**config.mk**
```make
export PLATFORM = sky130hd
export DESIGN_NAME = cnn_relu_pool
export DESIGN_NICKNAME = d
export VERILOG_FILES = /design/src/rtl/cnn_relu_pool.sv
export SDC_FILE = /design/constraint.sdc
export NUM_CORES = 1
export LEC_CHECK = 0
export CORE_UTILIZATION = 50
export DETAILED_ROUTE_END_ITERATION = 7
export PLACE_DENSITY = 0.71
export SLEW_MARGIN = 5
export SYNTH_ARGS = -nofsm -noshare
export SYNTH_HDL_FRONTEND = slang
export SYNTH_SLANG_ARGS = --single-unit
export TNS_END_PERCENT = 50
```
**constraint.sdc**
```tcl
create_clock -name clk -period 13.9 [get_ports clk]
set_input_delay 2.085 -clock clk [delete_from_list [all_inputs] [get_ports clk]]
set_output_delay 2.085 -clock clk [all_outputs]
set_load 0.02 [all_outputs]
```
**src/rtl/cnn_relu_pool.sv**
```systemverilog
// 2x2 stride-1 max pool over a 3x3 two-channel frame with shift/saturate requantization.
// Define CNN_POOL_RELU_EN to clamp pixels at zero before pooling (unsigned 0..255 outputs).
module cnn_relu_pool #(
   parameter int unsigned SHIFT = 2
) (
   input  logic        clk,
   input  logic        reset,
   input  logic        in_valid,
   output logic        in_ready,
   input  logic [11:0] in_data1,
   input  logic [11:0] in_data2,
   input  logic        in_last,
   output logic        out_valid,
   input  logic        out_ready,
   output logic [8:0]  out_data1,
   output logic [8:0]  out_data2,
   output logic        out_last,
   output logic        frame_err,
   output logic [7:0]  frame_cnt
);

   localparam int unsigned PW   = 12;
   localparam int unsigned OW   = 9;
   localparam int unsigned NPIX = 9;
   localparam int unsigned CW   = 8;

   localparam logic signed [PW-1:0] OUT_MAX = 12'sd255;
`ifdef CNN_POOL_RELU_EN
   localparam logic signed [PW-1:0] OUT_MIN = 12'sd0;
`else
   localparam logic signed [PW-1:0] OUT_MIN = -12'sd256;
`endif

   typedef enum logic {LOAD, EMIT} state_t;

   state_t                r_state, w_state_nxt;
   logic [3:0]            r_pix_cnt, w_pix_nxt;
   logic [1:0]            r_win, w_win_nxt;
   logic signed [PW-1:0]  r_buf1 [NPIX];
   logic signed [PW-1:0]  r_buf2 [NPIX];
   logic [OW-1:0]         r_data1, r_data2, w_data1_nxt, w_data2_nxt;
   logic                  r_err, w_err_nxt;
   logic [CW-1:0]         r_fcnt, w_fcnt_nxt;
   logic [1:0]            w_sel_win;
   logic [3:0]            w_base;
   logic [OW-1:0]         w_q1, w_q2;

   function automatic logic signed [PW-1:0] relu(input logic signed [PW-1:0] p);
`ifdef CNN_POOL_RELU_EN
      return p[PW-1] ? '0 : p;
`else
      return p;
`endif
   endfunction

   function automatic logic signed [PW-1:0] max4(input logic signed [PW-1:0] a, b, c, d);
      logic signed [PW-1:0] m;
      m = a;
      if (b > m) m = b;
      if (c > m) m = c;
      if (d > m) m = d;
      return m;
   endfunction

   function automatic logic [OW-1:0] requant(input logic signed [PW-1:0] m);
      logic signed [PW-1:0] s;
      s = m >>> SHIFT;
      if (s > OUT_MAX)      return OW'(OUT_MAX);
      else if (s < OUT_MIN) return OW'(OUT_MIN);
      else                  return OW'(s);
   endfunction

   // Window whose result is loaded next: window 0 when a frame completes, else the following one.
   always_comb begin
      w_sel_win = (r_state == EMIT) ? 2'(r_win + 2'd1) : 2'd0;
      case (w_sel_win)
         2'd0:    w_base = 4'd0;
         2'd1:    w_base = 4'd1;
         2'd2:    w_base = 4'd3;
         default: w_base = 4'd4;
      endcase
      w_q1 = requant(max4(relu(r_buf1[w_base]),        relu(r_buf1[w_base + 4'd1]),
                          relu(r_buf1[w_base + 4'd3]), relu(r_buf1[w_base + 4'd4])));
      w_q2 = requant(max4(relu(r_buf2[w_base]),        relu(r_buf2[w_base + 4'd1]),
                          relu(r_buf2[w_base + 4'd3]), relu(r_buf2[w_base + 4'd4])));
   end

   always_comb begin
      w_state_nxt = r_state;
      w_pix_nxt   = r_pix_cnt;
      w_win_nxt   = r_win;
      w_data1_nxt = r_data1;
      w_data2_nxt = r_data2;
      w_err_nxt   = 1'b0;
      w_fcnt_nxt  = r_fcnt;
      case (r_state)
         LOAD: begin
            if (in_valid) begin
               if (r_pix_cnt == 4'd8) begin
                  // Window 0 never touches pixel 8, so it is ready on this cycle.
                  w_state_nxt = EMIT;
                  w_win_nxt   = 2'd0;
                  w_pix_nxt   = 4'd0;
                  w_data1_nxt = w_q1;
                  w_data2_nxt = w_q2;
                  w_err_nxt   = ~in_last;
               end else if (in_last) begin
                  w_err_nxt = 1'b1;
                  w_pix_nxt = 4'd0;
               end else begin
                  w_pix_nxt = r_pix_cnt + 4'd1;
               end
            end
         end
         EMIT: begin
            if (out_ready) begin
               if (r_win == 2'd3) begin
                  w_state_nxt = LOAD;
                  w_fcnt_nxt  = r_fcnt + 8'd1;
               end else begin
                  w_win_nxt   = r_win + 2'd1;
                  w_data1_nxt = w_q1;
                  w_data2_nxt = w_q2;
               end
            end
         end
         default: w_state_nxt = LOAD;
      endcase
   end

   always_ff @(posedge clk) begin
      if (reset) begin
         r_state   <= LOAD;
         r_pix_cnt <= 4'd0;
         r_win     <= 2'd0;
         r_data1   <= '0;
         r_data2   <= '0;
         r_err     <= 1'b0;
         r_fcnt    <= '0;
      end else begin
         r_state   <= w_state_nxt;
         r_pix_cnt <= w_pix_nxt;
         r_win     <= w_win_nxt;
         r_data1   <= w_data1_nxt;
         r_data2   <= w_data2_nxt;
         r_err     <= w_err_nxt;
         r_fcnt    <= w_fcnt_nxt;
      end
   end

   // Pixel buffer is deliberately left out of reset.
   always_ff @(posedge clk) begin
      if (r_state == LOAD && in_valid && !reset) begin
         r_buf1[r_pix_cnt] <= in_data1;
         r_buf2[r_pix_cnt] <= in_data2;
      end
   end

   assign in_ready  = (r_state == LOAD);
   assign out_valid = (r_state == EMIT);
   assign out_last  = (r_state == EMIT) && (r_win == 2'd3);
   assign out_data1 = r_data1;
   assign out_data2 = r_data2;
   assign frame_err = r_err;
   assign frame_cnt = r_fcnt;

endmodule

```
; After elaboration in Yosys (flattened, before gate mapping)
; Memory sizes are Yosys's and may differ from the RTL's.
; Index checks and enable logic that the tools add are counted.
[op_classes]
eq_ne = 8
add_sub_neg = 6
n_reduce_logical = 9
n_mux = 38
n_bitwise = 3
n_lt_le_gt_ge = 10
[op_table]
columns = op, n
row1 = 9-bit 2-to-1 mux, 12
row2 = 12-bit > comparator, 6
row3 = 12-bit 2-to-1 mux, 6
row4 = 9-bit one-hot mux with 2 select lines, 2
row5 = "10-bit by 9-bit > comparator with 1-bit output, second input constant", 2
row6 = "10-bit by 9-bit < comparator with 1-bit output, second input constant", 2
row7 = 2-bit 2-to-1 mux, 5
row8 = 3-bit one-hot mux with 3 select lines, 1
row9 = "4-bit by 1-bit adder with 4-bit output, second input constant", 2
row10 = "8-bit by 1-bit adder with 8-bit output, second input constant", 1
row11 = 1-bit 2-to-1 mux, 8
row12 = 4-bit 2-to-1 mux, 2
row13 = "2-bit inequality test, second input constant", 3
row14 = "4-bit by 2-bit adder with 4-bit output, second input constant", 1
row15 = "4-bit by 3-bit adder with 4-bit output, second input constant", 1
row16 = "2-bit == test, second input constant", 2
row17 = "4-bit == test, second input constant", 1
row18 = 2-bit one-hot mux with 2 select lines, 1
row19 = 4-bit AND reduction, 1
row20 = 1-bit logical AND, 3
row21 = 1-bit inverter, 3
row22 = 3-bit AND reduction, 1
row23 = 3-bit OR reduction, 1
row24 = "2-bit by 1-bit adder with 2-bit output, second input constant", 1
row25 = 6 further kinds, 6
[word_totals]
word_cells = 83
mem_bits_rw = 216
inputBits = 29
memories = 2
out_inout_bits = 30
ff_bits = 34
[memory_table]
columns = name, depth, word_bits, read_ports, rd_clocked_by_memory_dff, wr, line_no
row1 = r_buf1, 9, 12, 4, 0, 1, 39  ; logic signed [PW-1:0] r_buf1 [NPIX];
row2 = r_buf2, 9, 12, 4, 0, 1, 40  ; logic signed [PW-1:0] r_buf2 [NPIX];

; Depth between registers and ports, before layout
; Gate-level depths: netlist (run 1).
; An unclocked memory read counts as a cell.
[logic_depth]
depth_word = 18
depth_mapped = 54
ltp_nobuf = 43

; Least setup slack after synthesis (run 1)
; Ideal clock, no wire load.
[synth_timing]
kind = register to register
startpoint = register r_state, in the netlist out_valid
endpoint = register r_data1[2], in the netlist out_data1[2]
slack_ps = 2688
period_less_slack_ps = 11212
n_path_buf = 12
path_stages_with_launch = 50
t_required_ps = 13819
setup_time_ps = 81
arrival_ps = 11131
path_cell_list = dfxtp_1 nand2_1 ha_1 buf_6 buf_4 buf_2 buf_2 buf_2 buf_1 clkbuf_1 buf_1 mux4_2 mux2i_1 nor2_1 a21oi_1 inv_1 ha_1 nor2b_1 [... 14 more ...] nand2_1 clkbuf_1 o21ai_0 ha_1 nor2b_1 o21a_1 o21a_1 o21a_1 o21a_1 o21a_1 o211ai_1 a31oi_1 nor2_1 clkbuf_1 nor2_1 a311o_1 maj3_2 a211oi_2
[synth_via]
elab_chain_cells = 17
word_cells_on_any_way = 30
cone_classes = 3 x add/sub / 5 x order compare / 6 x eq/ne / 12 x mux / 1 x bitwise / 2 x reduce/logical / 1 x memory
[synth_rtl]
columns = item, line_no
row1 = "start, declared", 36  ; state_t r_state, w_state_nxt;
row2 = "start signal, assigned", 141  ; r_state <= w_state_nxt;
row3 = 2-bit 2-to-1 mux, 75  ; w_sel_win = (r_state == EMIT) ? 2'(r_win + 2'd1) : 2'd0;
row4 = 2-bit == test (tied with other cells), 76  ; case (w_sel_win)
row5 = 3-bit one-hot mux with 3 select lines, 76
row6 = 4-bit by 1-bit adder with 4-bit output, 82  ; w_q1 = requant(max4(relu(r_buf1[w_base]), relu(r_buf1[w_base + 4'd1]),
row7 = memory read 9 x 12 bit, n/a
row8 = 12-bit > comparator, 59  ; if (b > m) m = b;
row9 = 12-bit 2-to-1 mux, 59
row10 = 12-bit > comparator, 60  ; if (c > m) m = c;
row11 = 12-bit 2-to-1 mux, 60
row12 = 12-bit > comparator, 61  ; if (d > m) m = d;
row13 = 12-bit 2-to-1 mux, 61
row14 = 10-bit by 9-bit < comparator with 1-bit output, 69  ; else if (s < OUT_MIN) return OW'(OUT_MIN);
row15 = 9-bit 2-to-1 mux, 69
row16 = 9-bit 2-to-1 mux, 68  ; if (s > OUT_MAX) return OW'(OUT_MAX);
row17 = "9-bit 2-to-1 mux, on equally long branches", "117, 99"
row18 = "9-bit 2-to-1 mux, on equally long branches", "116, 98"
row19 = 9-bit one-hot mux with 2 select lines, 96  ; case (r_state)
row20 = "end signal, assigned", 144  ; r_data1 <= w_data1_nxt;
row21 = "end, declared", 41  ; logic [OW-1:0] r_data1, r_data2, w_data1_nxt, w_data2_nxt;
; Several ways; a longest one is shown, not always the timed one. The select of a mux whose other input is x is not followed.
; A chain may end at the register's enable or synchronous reset.

; Worst setup path in the final report (run 1)
[layout_timing]
startpoint = register r_win[0]
endpoint = register r_data1[6], in the netlist out_data1[6]
[layout_via]
elab_chain_cells = 18
word_cells_on_any_way = 28
cone_classes = 4 x add/sub / 5 x order compare / 4 x eq/ne / 12 x mux / 2 x reduce/logical / 1 x memory
[layout_rtl]
columns = item, line_no
row1 = "start, declared", 38  ; logic [1:0] r_win, w_win_nxt;
row2 = "start signal, assigned", 143  ; r_win <= w_win_nxt;
row3 = 2-bit by 1-bit adder with 2-bit output *, 75
row4 = 2-bit 2-to-1 mux *, 75
row5 = named net w_sel_win[1], 44  ; logic [1:0] w_sel_win;
row6 = 2-bit == test (tied with other cells), 76
row7 = 3-bit one-hot mux with 3 select lines *, 76
row8 = 4-bit by 1-bit adder with 4-bit output, 82
row9 = memory read 9 x 12 bit *, n/a
row10 = 12-bit > comparator, 59
row11 = [... 3 more ...], n/a
row12 = 12-bit > comparator, 61
row13 = 12-bit 2-to-1 mux *, 61
row14 = 10-bit by 9-bit < comparator with 1-bit output, 69
row15 = 9-bit 2-to-1 mux, 69
row16 = 9-bit 2-to-1 mux *, 68
row17 = "9-bit 2-to-1 mux, on equally long branches", "117, 99"
row18 = "9-bit 2-to-1 mux, on equally long branches", "116, 98"
row19 = 9-bit one-hot mux with 2 select lines *, 96
; Mark *: on every way through the listed nets, which the timed path passes. The rest lies on a longest branch. The select of a mux whose other input is x is not followed.

==> flow_summary.json, run 1 <==
{
  "status": "finished clean",
  "ant_nets": 0,
  "ios": 59,
  "layout.cells.non_filler": 1671,
  "worst_slew_pin_slew_ns": 1.15,
  "vias": 11000,
  "p_per_area_nw_per_um2": 94.2,
  "post_cts_buffers": 0,
  "syn_inst": 1217,
  "ctsResizeCount": 0,
  "setup_viol": 0,
  "overflow": 0,
  "critPathBufInv": 3,
  "io_buffers": 58,
  "drc": 0,
  "drv_slew": 0,
  "grt_pass1_vias": 10800,
  "nNetsFinal": 1358,
  "placedCellCount": 1622,
  "skew_ns": 0.0140,
  "critPathTopFamily": "compound AO/OA/AOI/OAI gates",
  "fin_crit_ns": 11.08,
  "rsz0062_at_grt": "no",
  "clk_pin_slew_ns": 0.06,
  "synth-seq-cells": 250,
  "die_w_um": 182,
  "yosysTopAreaCell": "edfxtp_1",
  "maxSlewHeadroom": 0.233,
  "synthTopCellsByArea": "edfxtp_1, mux4_2, ha_1, mux2i_1, dfxtp_1",
  "grt_max_degree": 101,
  "crit_path_top_delay_cell": "nor2_1",
  "grt_usage": 0.253,
  "fin_setup_tns_ns": 0,
  "yosysWarnings": 0,
  "regArea_um2": 7170,
  "post-place-ws_ns": 2.92,
  "cts_max_path_buffers": 3,
  "htree_levels": 1,
  "rows": 65,
  "multi_input_area_um2": 8660,
  "ys_seq_area_frac": 0.443,
  "final.fill_count": 2517,
  "place_hpwl_um": 26800,
  "timing.final.crit_share": 0.797,
  "max_cap_violations": 0,
  "viasPerCell": 6.61,
  "wl_um": 40900,
  "synth.distinct_cells": 75,
  "core_area_um2": 31700,
  "gp_congestion": 0.967,
  "end_kind": "register",
  "syn_to_final_growth_pct": 11.9,
  "ir_drop_uv": 104,
  "utilization": 0.571,
  "netlist_area_um2": 16200,
  "initialDrtViolationCount": 1011,
  "async_flop_share": 0,
  "synth_nets": 1325,
  "synthDominantCellAreaShare": 0.401,
  "start_util": 0.511,
  "timing.final.hold_violations": 0,
  "root_buffer": "clkbuf_16",
  "drt_first_pass_iters": 5,
  "insertion_delay_ns": 0.55,
  "crit_path_max_fanout": 33,
  "grt_pass1_wl_um": 63900,
  "dieArea_um2": 33100,
  "critical_path_arrival_ns": 11.46,
  "hp-class": "reg -> reg",
  "cts_sinks": 250,
  "antenna_found_initial": 0,
  "critPathKind": "reg -> reg",
  "max_freq_mhz": 90.2,
  "cts_tree": "built",
  "max_stage_delay_ns": 0.87,
  "cts_buffers": 28,
  "syn_avg_cell_area_um2": 13.3,
  "dieHeight_um": 182,
  "wl_per_cell_um": 24.5,
  "p_leak_nw": 6.17,
  "synth_flop_cell": "edfxtp_1",
  "worst_slack_ns": 2.82,
  "critical_path_required_ns": 14.28,
  "cp-start-kind": "register",
  "synth-edff-count": 216,
  "drive_gt1_frac": 0.231,
  "antenna_cells": 0,
  "cts_hold_buf": 0
}
==> power by group <==
group / switching [mW] / internal [mW] / total [mW]
sequential: 0.00355 / 0.820 / 0.824
clock: 0.291 / 0.451 / 0.742
combinational: 0.0844 / 0.0569 / 0.141
total: 0.379 / 1.33 / 1.71
==> tightest hold or removal path: cells and delay by family (launching register included) <==
kind           cells  cell delay [ns]
AO/OA/AOI/OAI      2             0.13
flip-flops         1             0.31
==> layer usage <==
layer | vias up | GRT usage | wire, um
li1 | 4931 | - | -
met1 | 5543 | 0.364 | 17400
met2 | 502 | 0.402 | 19000
met3 | 67 | 0.0481 | 3820
met4 | 0 | 0.0497 | 739
met5 | - | 0 | 0
==> final timing paths <==
path,cells after the start,start,slack (ns),endpoint
setup / recovery,38,r_win[0],2.82,out_data1[6]
hold / removal,2,frame_cnt[7],0.48,frame_cnt[7]
setup reg to reg,38,r_win[0],2.82,out_data1[6]
hold reg to reg,2,frame_cnt[7],0.48,frame_cnt[7]
==> sequential cells by signal, indices dropped and copies added, names as in the netlist, 2 cells and up <==
name / flops
r_buf1: 108
r_buf2: 108
r_win: 2
r_pix_cnt: 4
out_data2: 9
frame_cnt: 8
out_data1: 9
==> Yosys cell counts (13+ instances only) <==
cell type / instances
nand4_1: 15
mux2_2: 28
mux2i_1: 78
nor2_1: 106
a21oi_1: 66
buf_1: 23
mux4_2: 146
inv_1: 34
o21ai_0: 46
dfxtp_1: 34
a211oi_2: 15
and2_1: 13
ha_1: 79
nand2_1: 62
maj3_2: 16
clkbuf_1: 42
o21a_1: 14
nor3_1: 16
edfxtp_1: 216
==> logic make-up (layout without fill, tap and decap cells) <==
group / count (synthesis) / count (layout) / share of synthesized area
mux: 256 / 256 / 0.274
fa+ha+maj: 96 / 96 / 0.0728
simple gates: 272 / 272 / 0.0797
buf+inv: 110 / 162 / 0.0272
xor+xnor: 11 / 11 / 0.00641
compound gates: 222 / 222 / 0.0974
flops: 250 / 250 / 0.443
==> layout by cell type (no fill, tap or decap), types with 9 or more instances in the layout <==
cell type | synthesis | routed
dfxtp_1 | 34 | 34
nor3_1 | 16 | 15
nor2_1 | 106 | 105
mux2i_1 | 78 | 78
a21oi_1 | 66 | 66
a211oi_2 | 15 | 15
mux2_2 | 28 | 28
o21ai_0 | 46 | 46
and2_1 | 13 | 13
inv_1 | 34 | 34
ha_1 | 79 | 74
o211ai_1 | 9 | 9
nand2_1 | 62 | 62
clkdlybuf4s50_1 | 0 | 57
buf_4 | 3 | 20
edfxtp_1 | 216 | 216
clkbuf_16 | 0 | 29
nor4_1 | 10 | 10
nor2b_1 | 9 | 9
maj3_2 | 16 | 16
nand4_1 | 15 | 15
mux4_2 | 146 | 146
o21a_1 | 14 | 14
==> per-stage QoR <==
step / total power, mW / instance area, um2 / hold WS (ns)
after floorplan: 0.934 / 16200 / 0.465
after global placement: 0.976 / 17200 / 0.466
after detailed placement: 0.977 / 17200 / 0.482
after CTS: 1.72 / 18100 / 0.491
after global routing: 1.76 / 18100 / 0.515
final: 1.71 / 18100 / 0.482
==> final cells by class <==
class	count	area share
multi-input cells	857	0.478
flip-flops and latches	250	0.396
clock buffers	36	0.0415
repair buffers	79	0.0412
well taps	402	0.0278
clock inverters	13	0.00898
inverters	34	0.00704
Note: power is estimated with default switching activity, not from simulation.
==> run 2: changes to the inputs <==
==> constraint.sdc (replaced) <==
create_clock -name clk -period 10.2 [get_ports clk]
set_input_delay 1.53 -clock clk [delete_from_list [all_inputs] [get_ports clk]]
set_output_delay 1.53 -clock clk [all_outputs]
set_load 0.02 [all_outputs]
==> run 2 against run 1 <==
  * Hold slack about the same
  * First-iteration DRC count decreased by 9.2%
  * Via count increased by 0.30%
  * Sequential power increased by 36%
  * Register-to-register slack got worse by 2.2 ns
  * Critical path depth decreased by 4
  * Die area unchanged
  * Setup slack got worse by 2.2 ns
  * Cell count increased by 1.6%
  * Clock-buffer cell count increased by 2
  * Critical endpoint is now out_data2[0]
  * Largest power group unchanged
  * Highest routed layer unchanged
==> flow_summary.json, run 2 (same netlist as run 1, synthesis figures left out) <==
{
  "cts_max_path_buffers": 3,
  "reg2reg_to": "out_data2[0]",
  "ir_drop_uv": 123,
  "gp_congestion": 0.990,
  "syn_to_final_growth_pct": 13.7,
  "setup_viol": 0,
  "layout_common_cells": "edfxtp_1, mux4_2, nor2_1",
  "p_leak_nw": 6.34,
  "holdPathStages": 2,
  "nNetsFinal": 1381,
  "drc": 0,
  "grt_usage": 0.257,
  "top_regs": "r_buf1 x108, r_buf2 x108",
  "p_per_area_nw_per_um2": 130,
  "final_area_um2": 18400,
  "cts_tree": "built",
  "skew_ns": 0.0125,
  "worst_slew_pin_slew_ns": 1.13,
  "crit_path_max_fanout": 52,
  "start_util": 0.511,
  "hp-class": "reg -> reg",
  "overflow": 0,
  "fin_setup_tns_ns": 0,
  "core_area_um2": 31700,
  "status": "finished clean",
  "ios": 59,
  "drv_slew": 0,
  "critPathKind": "reg -> reg",
  "die_w_um": 182,
  "dieArea_um2": 33100,
  "root_buffer": "clkbuf_16",
  "max_freq_mhz": 105,
  "end_kind": "register",
  "cp-startpoint": "r_win[0]",
  "place_hpwl_um": 28100,
  "max_cap_violations": 0,
  "final_common_cell": "edfxtp_1",
  "grt_pass1_wl_um": 65500,
  "path_common_cell": "o21a_1",
  "rows": 65,
  "max_stage_delay_ns": 0.58,
  "maxSlewHeadroom": 0.243,
  "fin_crit_ns": 9.56,
  "antenna_found_initial": 0,
  "r2r-start": "r_win[0]",
  "critical_path_required_ns": 10.58,
  "r2r_setup_slack_ns": 0.64,
  "vias": 11100,
  "io_buffers": 58,
  "r2r_cells": 34,
  "cts_buffers": 29,
  "crit_end": "out_data2[0]",
  "drive_gt1_frac": 0.253,
  "initialDrtViolationCount": 918,
  "antenna_cells": 0,
  "htree_levels": 1,
  "clk_pin_slew_ns": 0.06,
  "grt_pass1_vias": 11200,
  "crit_path_top_delay_cell": "mux4_2",
  "viasPerCell": 6.53,
  "cts_sinks": 250,
  "drt_first_pass_iters": 5,
  "grt_max_degree": 53,
  "cts_hold_buf": 0,
  "ant_nets": 0,
  "dieHeight_um": 182,
  "wl_um": 41600,
  "timing.final.hold_violations": 0,
  "insertion_delay_ns": 0.56,
  "wl_per_cell_um": 24.5,
  "placed_cell_area_um2": 17400,
  "rsz0062_at_grt": "no",
  "critical_path_arrival_ns": 9.94,
  "cp-start-kind": "register",
  "timing.final.crit_share": 0.937
}
run 2: area by class of cell:
class | count | area [um2]
timing repair buffer | 101 | 943
inverter | 34 | 128
clock inverter | 15 | 209
multi-input combinational | 857 | 8670
clock buffer | 38 | 791
fill | 2503 | 13300
tap | 402 | 503
sequential | 250 | 7170
run 2: report_power, final:
group          internal [mW]  total (mW)  switching [mW]
clock                  0.671        1.08           0.406
sequential              1.12        1.12         0.00481
combinational         0.0814       0.200           0.119
total                   1.87        2.40           0.530
run 2: how the worst min path moves through the flow:
| stage | from | endpoint |
|---|---|---|
| 2_1_floorplan | r_win[1] | r_win[1] |
| 3_3_place_gp | frame_cnt[7] | frame_cnt[7] |
| 3_5_place_dp | frame_cnt[7] | frame_cnt[7] |
| 4_1_cts | frame_cnt[7] | frame_cnt[7] |
| 5_1_grt | out_data1[3] | out_data1[3] |
| 6_report | frame_cnt[7] | frame_cnt[7] |
run 2: what timing repair did:
| action | CTS | global route |
|---|---|---|
| resized for setup | 0 | 4 |
| setup buffers | 0 | 3 |
| endpoints found under the setup margin | 0 | 18 |
run 2: through the flow:
step / setup WS, ns / hold slack [ns] / instances / total power [mW] / utilization
detailed placement: 0.221 / 0.480 / 1641 / 1.34 / 0.547
CTS: 0.159 / 0.488 / 1694 / 2.41 / 0.579
finish: 0.644 / 0.482 / 1697 / 2.40 / 0.581
global placement: 0.181 / 0.471 / 1641 / 1.34 / 0.547
global route: 0.0208 / 0.524 / 1697 / 2.47 / 0.581
floorplan: 0.0197 / 0.465 / 1217 / 1.27 / -
run 2: worst max-delay path, delay by kind of cell (launching register included):
family	cells	cell delay, ns
AO/OA/AOI/OAI	19	4.25
adder cells (fa/ha/maj)	7	2.34
buffers and inverters	2	0.63
flip-flops	1	0.32
multiplexers	2	0.79
AND/OR/NAND/NOR	4	0.98
run 2: metal layers:
layer	up-vias	part of all wire	GRT usage
li1	4979	-	-
met1	5608	0.43	0.361
met2	418	0.47	0.418
met3	71	0.071	0.0397
met4	0	0.025	0.0696
met5	-	0	0
